`src/rtl/reg_write_arbiter.sv`:
```
// Round-robin arbiter sharing one 32-bit register write port (regWrite/writeData)
// between four requesters. Each grant is a burst of up to MAX_BURST back-to-back
// words, one per cycle, each acknowledged by a one-hot ack pulse that coincides
// with the word appearing on writeData.
module reg_write_arbiter #(
    parameter int DATA_WIDTH = 32,
    parameter int MAX_BURST  = 4
) (
    input  logic                      clk,
    input  logic                      reset,
    input  logic [3:0]                req,
    input  logic [4*DATA_WIDTH-1:0]   wdata,
    output logic [3:0]                ack,
    output logic                      regWrite,
    output logic [DATA_WIDTH-1:0]     writeData,
    output logic [1:0]                owner,
    output logic                      busy
);

    localparam logic STATE_IDLE  = 1'b0;
    localparam logic STATE_BURST = 1'b1;

    // Burst length limit in the counter's own width; legal values fit in 4 bits.
    localparam logic [3:0] MAX_CNT = 4'(MAX_BURST);

    logic       state;
    logic [1:0] ptr;
    logic [3:0] cnt;

    logic                  keepOwner;
    logic [1:0]            scanStart;
    logic [2:0]            pick;
    logic                  grantValid;
    logic [1:0]            grantIdx;
    logic [1:0]            nextPtr;
    logic [3:0]            nextCnt;
    logic [DATA_WIDTH-1:0] selWord;

    // Returns {found, index} of the first set request bit at or after start,
    // wrapping 3->0. Scanning from the far end lets the nearest hit win.
    function automatic logic [2:0] pickWinner(input logic [3:0] r, input logic [1:0] start);
        logic [2:0] res;
        logic [1:0] idx;
        res = 3'b000;
        for (int k = 3; k >= 0; k--) begin
            idx = start + 2'(k);
            if (r[idx]) begin
                res = {1'b1, idx};
            end
        end
        return res;
    endfunction

    // Decide the next word's source: continue the current burst, or yield and
    // re-arbitrate from the lane after the owner in the same cycle (no bubble).
    always_comb begin
        keepOwner  = (state == STATE_BURST) && req[owner] && (cnt < MAX_CNT);
        scanStart  = (state == STATE_BURST) ? owner + 2'd1 : ptr;
        pick       = pickWinner(req, scanStart);
        nextPtr    = ((state == STATE_BURST) && !keepOwner) ? owner + 2'd1 : ptr;
        grantValid = keepOwner || pick[2];
        grantIdx   = keepOwner ? owner : pick[1:0];
        nextCnt    = keepOwner ? cnt + 4'd1 : 4'd1;
        case (grantIdx)
            2'd0:    selWord = wdata[0*DATA_WIDTH +: DATA_WIDTH];
            2'd1:    selWord = wdata[1*DATA_WIDTH +: DATA_WIDTH];
            2'd2:    selWord = wdata[2*DATA_WIDTH +: DATA_WIDTH];
            default: selWord = wdata[3*DATA_WIDTH +: DATA_WIDTH];
        endcase
    end

    // Output register stage: the granted word is presented with its ack one cycle after request.
    always_ff @(posedge clk) begin
        if (reset) begin
            state     <= STATE_IDLE;
            ptr       <= 2'd0;
            cnt       <= 4'd0;
            owner     <= 2'd0;
            regWrite  <= 1'b0;
            ack       <= 4'b0000;
            writeData <= '0;
        end else begin
            ptr <= nextPtr;
            if (grantValid) begin
                state     <= STATE_BURST;
                cnt       <= nextCnt;
                owner     <= grantIdx;
                regWrite  <= 1'b1;
                ack       <= 4'b0001 << grantIdx;
                writeData <= selWord;
            end else begin
                state    <= STATE_IDLE;
                cnt      <= 4'd0;
                regWrite <= 1'b0;
                ack      <= 4'b0000;
            end
        end
    end

    // Busy mirrors the BURST state, which is exactly the set of write cycles.
    always_comb begin
        busy = (state == STATE_BURST);
    end

endmodule

```
`config.mk`:
```
export PLATFORM = sky130hd
export DESIGN_NAME = reg_write_arbiter
export DESIGN_NICKNAME = d
export VERILOG_FILES = /design/src/rtl/reg_write_arbiter.sv
export SDC_FILE = /design/constraint.sdc
export NUM_CORES = 1
export LEC_CHECK = 0
export ABC_AREA = 0
export ABC_CLOCK_PERIOD_IN_PS = 3100
export CORE_UTILIZATION = 38
export CTS_CLUSTER_DIAMETER = 30
export CTS_CLUSTER_SIZE = 12
export DETAILED_ROUTE_END_ITERATION = 16
export PLACE_DENSITY_LB_ADDON = 0.05
export SYNTH_ARGS = -nofsm -noshare
export SYNTH_HDL_FRONTEND = slang
export SYNTH_SLANG_ARGS = --single-unit
```
`constraint.sdc`:
```
create_clock -name clk -period 3.1 [get_ports clk]
set_clock_uncertainty 0.2 [all_clocks]
set_input_delay 0.62 -clock clk [delete_from_list [all_inputs] [get_ports clk]]
set_output_delay 0.62 -clock clk [all_outputs]
set_load 0.005 [all_outputs]
```
==> results.txt, run 1 <==
The run finished with clean final reports. Largest stage delay on the critical path: 0.56 ns. The floorplan step set the die width to 89.7 um. The count of input and output buffers is 173. For the overall via count from detail_route, the log shows 3161. The average detailed-routed wire length per instance was 17.2 um; the number of nets in the layout was 613. For the fraction of the yosys area taken by sequential cells, the log shows 0.308. The count of max-cap constraint violations is 0. For this design the ratio of total power to cell area is 407 nW/um^2.

Counting flops with a built-in enable in the synthesized netlist gives 0. Element type at the critical path start: a primary input. Counting buffers and inverters, the worst setup path is 8 cells deep.

For the maximum number of pins on one net before global-route repair, the log shows 43. Gate family responsible for the most delay along the worst path: compound AO/OA/AOI/OAI gates. The logs give 577 for the final cell count without fillers and 45 for the TritonCTS sink count. Worst reg-to-reg path cell count: 7.

The number of nets handed over by synthesis was 452. The initialized floorplan defines 31 standard-cell rows. The period utilization works out to 0.912. Clock-pin slew was measured on the worst setup and hold paths at 0.09 ns.

By area the synthesized netlist is led by sky130_fd_sc_hd__dfxtp_1 (31%), sky130_fd_sc_hd__mux2i_1 (12%), sky130_fd_sc_hd__o211ai_2 (11%). Type of the tightest min-delay check: register to register. In the synthesized netlist, the number of instances is 317.

The run gives 0.398 as the effective utilization at floorplan. The number of global-route vias before repair was 2925; the post-synthesis async set-or-reset flop share was 0. The worst-case IR drop observed on VDD is 0.234 mV. The number of buffers added for setup after CTS was 0; the final max-slew violation count was 0. After legalization and detailed placement, the total HPWL measured 7190 um. By instance count, the cell type seen most on the critical path is sky130_fd_sc_hd__mux2i_1. The run gives 0 as the post-cts sizing count.

The number of placed instances, taps included, is 570. The run gives 0 as the hold buffer count at cts. For this run, the detailed router's first-pass iteration total came to 4. Setup total negative slack on the finished layout was measured at 0 ns.

The area share of the largest cell type after synthesis is 0.308. The insertion delay to the later sink of the worst-skew pair was 0.29 ns. The switching power as a share of total power was 0.310; the count of endpoints failing setup in the final report was 0.

The post-synthesis cell type count is 43. End of the worst register-to-register path: writeData[4]. The number of buffers created by CTS is 5, and the worst-case hold slack is 0.290 ns.

The repair_antennas step left the layout with diodes totalling 0. CTS built an H-tree with a depth of 2. Summed over all nets, the switching power comes to 0.000615 W.

The share of power burned in registers was 0.370; the overflow left after global routing was 0. The critical path in this run is classified as primary input to register. No sink is reached through more buffers than the 2 on the longest clock path. The tools report the total routing usage reported by global routing as 0.235. Setup repair after global routing left no endpoint under its margin. The run gives 0.00137 W as the total internal power.

Measured along the y axis, the die boundary spans 89.7 um. Routability-driven placement finished with a final weighted congestion of 0.898. Startpoint of the lowest-slack register-to-register path: owner[0]. After synthesis the netlist holds a flip-flop and latch count of 45. The total standard cell area after synthesis is 2920 um^2. The clock network power share is 0.191, and the number of buffer and inverter stages on the critical path is 2. Counting instances, the worst hold path has a depth of 2. Timing would allow up to 354 MHz. The logs give 174 for the number of top-level pins and 4790 um^2 for the standard cell area after detailed placement. The logs give 0 for the remaining antenna violation count and 0 for the final number of hold-violating endpoints.

STA classifies the critical path endpoint as a register. The startpoint identified for the worst hold timing path is writeData[27]. The biggest area contributor in the post-synthesis netlist is sky130_fd_sc_hd__dfxtp_1. Final core area utilization: 0.665. Walking the worst path, the cells encountered are clkdlybuf4s50_1, mux2i_1, o32a_1, o21ai_0, o31ai_4, buf_12, mux2i_1, o211ai_1.

After routing the design area is 4870 um^2. TritonCTS built the clock tree. The most common flop cell mapped by yosys was sky130_fd_sc_hd__dfxtp_1. The minimum clock period was 2.83 ns; the overall die area was 8040 um^2. STA puts the critical path data required time at 3.08 ns.

Core outline area: 7330 um^2. Dividing the synthesized area by the synthesized cell count gives 9.21 um^2. The worst hold path terminates at writeData[27].

For the total detailed-routing wirelength, the log shows 9950 um. Dividing the detail-routed via count by the number of cells gives 5.48. For this design the static power due to leakage is 1.85 nW. During synthesis, Yosys emitted a total of 0 warnings.

The most common cell in the synthesized netlist is sky130_fd_sc_hd__dfxtp_1. Along the worst path, the maximum fanout reaches 42. The slowest stage of the critical path belongs to the cell sky130_fd_sc_hd__clkdlybuf4s50_1. Layout cell share with drive strength beyond 1: 0.128. The area growth from synthesis to layout is 66.9%. The global-route wire length before repair came out at 14600 um. The cell sitting at the root of the clock tree is a sky130_fd_sc_hd__clkbuf_8. The proportion of power drawn by combinational gates is 0.439.

For this run, design rule violations remaining after detail routing come to 0. STA puts the critical path data arrival time at 2.81 ns. The logs give 0 for the number of antenna violations at the first check in global routing and 116 for the count of routing violations after the opening detailed-route iteration. Ranked by instance count, the synthesized netlist is headed by sky130_fd_sc_hd__dfxtp_1 (45), sky130_fd_sc_hd__mux2i_1 (36), sky130_fd_sc_hd__or3_1 (34). The minimum setup slack among reg-to-reg paths was 0.51 ns.
## state kept, by name, indices dropped and copies added (netlist names)
name / count
ack: 4
busy: 1
cnt: 4
owner: 2
ptr: 2
writeData: 32
## worst reg2reg max path, cell delays in order, from the launching register on
cell	delay, ns
sky130_fd_sc_hd__dfxtp_1	0.58
sky130_fd_sc_hd__mux2i_1	0.27
sky130_fd_sc_hd__o32a_1	0.22
sky130_fd_sc_hd__o21ai_0	0.16
sky130_fd_sc_hd__o31ai_4	0.37
sky130_fd_sc_hd__buf_12	0.27
sky130_fd_sc_hd__mux2i_1	0.30
sky130_fd_sc_hd__o211ai_1	0.10
## per-stage QoR
step | setup slack (ns) | power, W
after floorplan | 0.459 | 0.00117
after global placement | 0.00947 | 0.00161
after detailed placement | -0.0344 | 0.00162
after CTS | 0.287 | 0.00200
after global routing | 0.118 | 0.00210
final | 0.273 | 0.00198
## cell families after synthesis
kind of cell               share of synthesized area
and+or+nand+nor                                0.195
AOI/OAI and AO/OA                              0.278
buffers and inverters                         0.0831
DFF                                            0.308
muxes                                          0.123
xor gates and xnor gates                     0.00600
adders and majority gates                    0.00428
other                                        0.00128
## power by group through the flow
stage	clock network [W]	logic, W	registers (W)
6_report	0.000379	0.000871	0.000734
3_5_place_dp	0	0.000876	0.000746
5_1_grt	0.000414	0.000942	0.000747
3_3_place_gp	0	0.000867	0.000742
2_1_floorplan	0	0.000424	0.000741
4_1_cts	0.000390	0.000879	0.000734
## area by class of cell
type / instances / area (um^2)
Multi-Input combinational cell: 226 / 1800
Inverter: 6 / 22.5
Fill cell: 643 / 2460
Sequential cell: 45 / 901
Clock buffer: 7 / 86.3
Tap cell: 99 / 124
Timing Repair Buffer: 194 / 1940
## layer usage
metal / global-route usage / up-vias / part of all wire
li1: - / 1553 / -
met1: 0.283 / 1475 / 0.41
met2: 0.428 / 127 / 0.50
met3: 0.0585 / 6 / 0.085
met4: 0.0390 / 0 / 0.0033
met5: 0 / - / 0
## cells in the final DEF, fill, tap and decap left out, types with 2 or more instances in the layout
cell                              instances
sky130_fd_sc_hd__a32oi_1                 32
sky130_fd_sc_hd__o32a_1                   2
sky130_fd_sc_hd__nand3b_1                 3
sky130_fd_sc_hd__o211ai_1                 7
sky130_fd_sc_hd__clkbuf_8                 6
sky130_fd_sc_hd__nor3_1                   2
sky130_fd_sc_hd__a31oi_1                  2
sky130_fd_sc_hd__or3_1                   34
sky130_fd_sc_hd__nor2_1                   5
sky130_fd_sc_hd__nor4_1                   2
sky130_fd_sc_hd__a21oi_1                  7
sky130_fd_sc_hd__nor2b_1                  3
sky130_fd_sc_hd__buf_4                   17
sky130_fd_sc_hd__nor3b_1                  4
sky130_fd_sc_hd__o211ai_2                25
sky130_fd_sc_hd__inv_1                    5
sky130_fd_sc_hd__clkdlybuf4s50_1        173
sky130_fd_sc_hd__o21ai_0                  3
sky130_fd_sc_hd__dfxtp_1                 45
sky130_fd_sc_hd__or2_2                    3
sky130_fd_sc_hd__nand2_1                  4
sky130_fd_sc_hd__mux2i_1                 36
sky130_fd_sc_hd__nand2b_1                 3
sky130_fd_sc_hd__nand3_1                 32
sky130_fd_sc_hd__buf_12                   4
## worst max path at each step
| stage | from | slack, ns | end |
|---|---|---|---|
| floorplan | req[1] | 0.46 | writeData[11] |
| global placement | req[1] | 0.009 | writeData[4] |
| detailed placement | req[1] | -0.03 | writeData[4] |
| CTS | req[1] | 0.29 | writeData[4] |
| global route | req[1] | 0.12 | writeData[18] |
| finish | req[1] | 0.27 | writeData[4] |
Note: power is estimated with default switching activity, not from simulation.
==> inputs of run 2 (changes only) <==
Settings changed: ABC_AREA 0 to not set, CAP_MARGIN set to 20.
==> results of run 2 <==
No change in the layout: final DEF, timing and power equal those of run 1.
==> RTL change (flow settings as in run 2) <==
`DATA_WIDTH`: 32 -> 64.
--- a/src/rtl/reg_write_arbiter.sv
+++ b/src/rtl/reg_write_arbiter.sv
@@ -3,7 +3,7 @@
 // words, one per cycle, each acknowledged by a one-hot ack pulse that coincides
 // with the word appearing on writeData.
 module reg_write_arbiter #(
-    parameter int DATA_WIDTH = 32,
+    parameter int DATA_WIDTH = 64,
     parameter int MAX_BURST  = 4
 ) (
     input  logic                      clk,
Ports: changed (resized wdata and writeData); port bits go from 174 to 334. The function was not compared with the original's and may differ.
==> RTL change against run 2 <==
Setup slack gained 31 ps; wire length grew 130%; worst hold slack lost 7.6 ps; final area grew 89%; area after synthesis grew 84%; sequential cell count grew 32; power grew 110%; via count grew 110%.
==> RTL change: results <==
export IMPL_htree_levels=3
export IMPL_slowest_delay_ps=520
export IMPL_largest_reg_flops=64
export IMPL_cp_max_fo=33
export IMPL_ys_seq_area_share_pct=28.6
export IMPL_root_buffer="clkbuf_16"
export IMPL_rr_endpoint="writeData[0]"
export IMPL_power_density_mw_per_mm2=447
export IMPL_via_per_inst=5.68
export IMPL_placedCellCount=1143
export IMPL_total_leakage_power_nw=3.51
export IMPL_ir_worst_vdd_v=0.000248
export IMPL_synthXorXnorAreaFrac_pct=0.325
export IMPL_crit_family="buffers and inverters"
export IMPL_cts_buffer_depth=2
export IMPL_r2r_slack_ps=410
export IMPL_setup_worst_path_start="req[0]"
export IMPL_synth_compound_area_share_pct=40.3
export IMPL_yosys_top_cells_area="dfxtp_1 (29%), nor3b_1 (9.3%), a32oi_2 (7.5%), a32oi_1 (6.7%), a21oi_1 (6.4%)"
export IMPL_grt_usage_pct=30.8
export IMPL_syn_num_nets=930
export IMPL_clk_pin_slew_ps=60
export IMPL_wire_per_inst_um=20.1
export IMPL_fin_nets=1237
export IMPL_clk_latency_ps=340
export IMPL_gp_congestion=0.883
export IMPL_grt_use_met3_pct=5.97
export IMPL_status="completed"
export IMPL_p_int_mw=2.76
export IMPL_cts_buffers=9
export IMPL_power_clock_uw=972
export IMPL_grt_pass1_vias=6514
export IMPL_grt_pass1_wl_um=34900
export IMPL_arrival_ps=2850
export IMPL_synthCells=667
export IMPL_fillCellCount=1171
export IMPL_setup_worst_path_end="writeData[58]"
export IMPL_grt_start_max_net_pins=58
export IMPL_port_buffers=333
export IMPL_synthTopCellsByCount="dfxtp_1 (77), nand2_1 (71), a21oi_1 (69)"
export IMPL_vias=6582
export IMPL_drive_gt1_share_pct=11.7
export IMPL_hpwl_um=16800
export IMPL_met1_usage_pct=36.0
export IMPL_dr_pass1_iters=6
export IMPL_grtUsageMet2_pct=54.1
export IMPL_r2r_start="owner[1]"
==> RTL change: tightest hold or removal path: stages (launching register included) <==
cell and delay [ps]:
dfxtp_1 330, a32oi_1 60, o211ai_1 70
==> RTL change: cell families after synthesis <==
| family | after synthesis |
|---|---|
| buffers and inverters | 144 |
| other | 1 |
| AND/OR/NAND/NOR | 162 |
| adder cells (fa/ha/maj) | 1 |
| AO/OA/AOI/OAI | 278 |
| flip-flops | 77 |
| multiplexers | 2 |
| XOR/XNOR | 2 |
==> RTL change: per-layer routing <==
layer	routed length [µm]	vias to the layer above	share of wire, %
met2	11300	365	49
li1	-	3066	-
met4	929	0	4.0
met3	1850	54	8.0
met1	9210	3097	39
met5	0	-	0
==> RTL change: worst min path at each step <==
stage                  startpoint             to  slack (ps)  cells past startpoint
detailed placement  writeData[59]  writeData[59]         270                      2
global route        writeData[38]  writeData[38]         300                      2
CTS                 writeData[59]  writeData[59]         280                      2
floorplan                  cnt[0]         cnt[0]         240                      1
global placement    writeData[53]  writeData[53]         260                      2
finish              writeData[59]  writeData[59]         280                      2
==> RTL change: cell type report <==
cell class,instances,area share [%]
clock buffer,13,2.72
timing repair buffer,372,40.3
inverter,68,2.77
sequential,77,16.7
clock inverter,2,0.109
multi-input combinational,446,34.9
tap,180,2.44
==> RTL change: through the flow <==
step | setup slack [ps] | setup TNS [ps] | util (%)
2_1_floorplan | 563 | 0 | -
4_1_cts | 342 | 0 | 66.4
3_3_place_gp | 54.8 | 0 | 64.5
6_report | 304 | 0 | 66.4
5_1_grt | 179 | 0 | 66.4
3_5_place_dp | -44.8 | -313 | 64.5
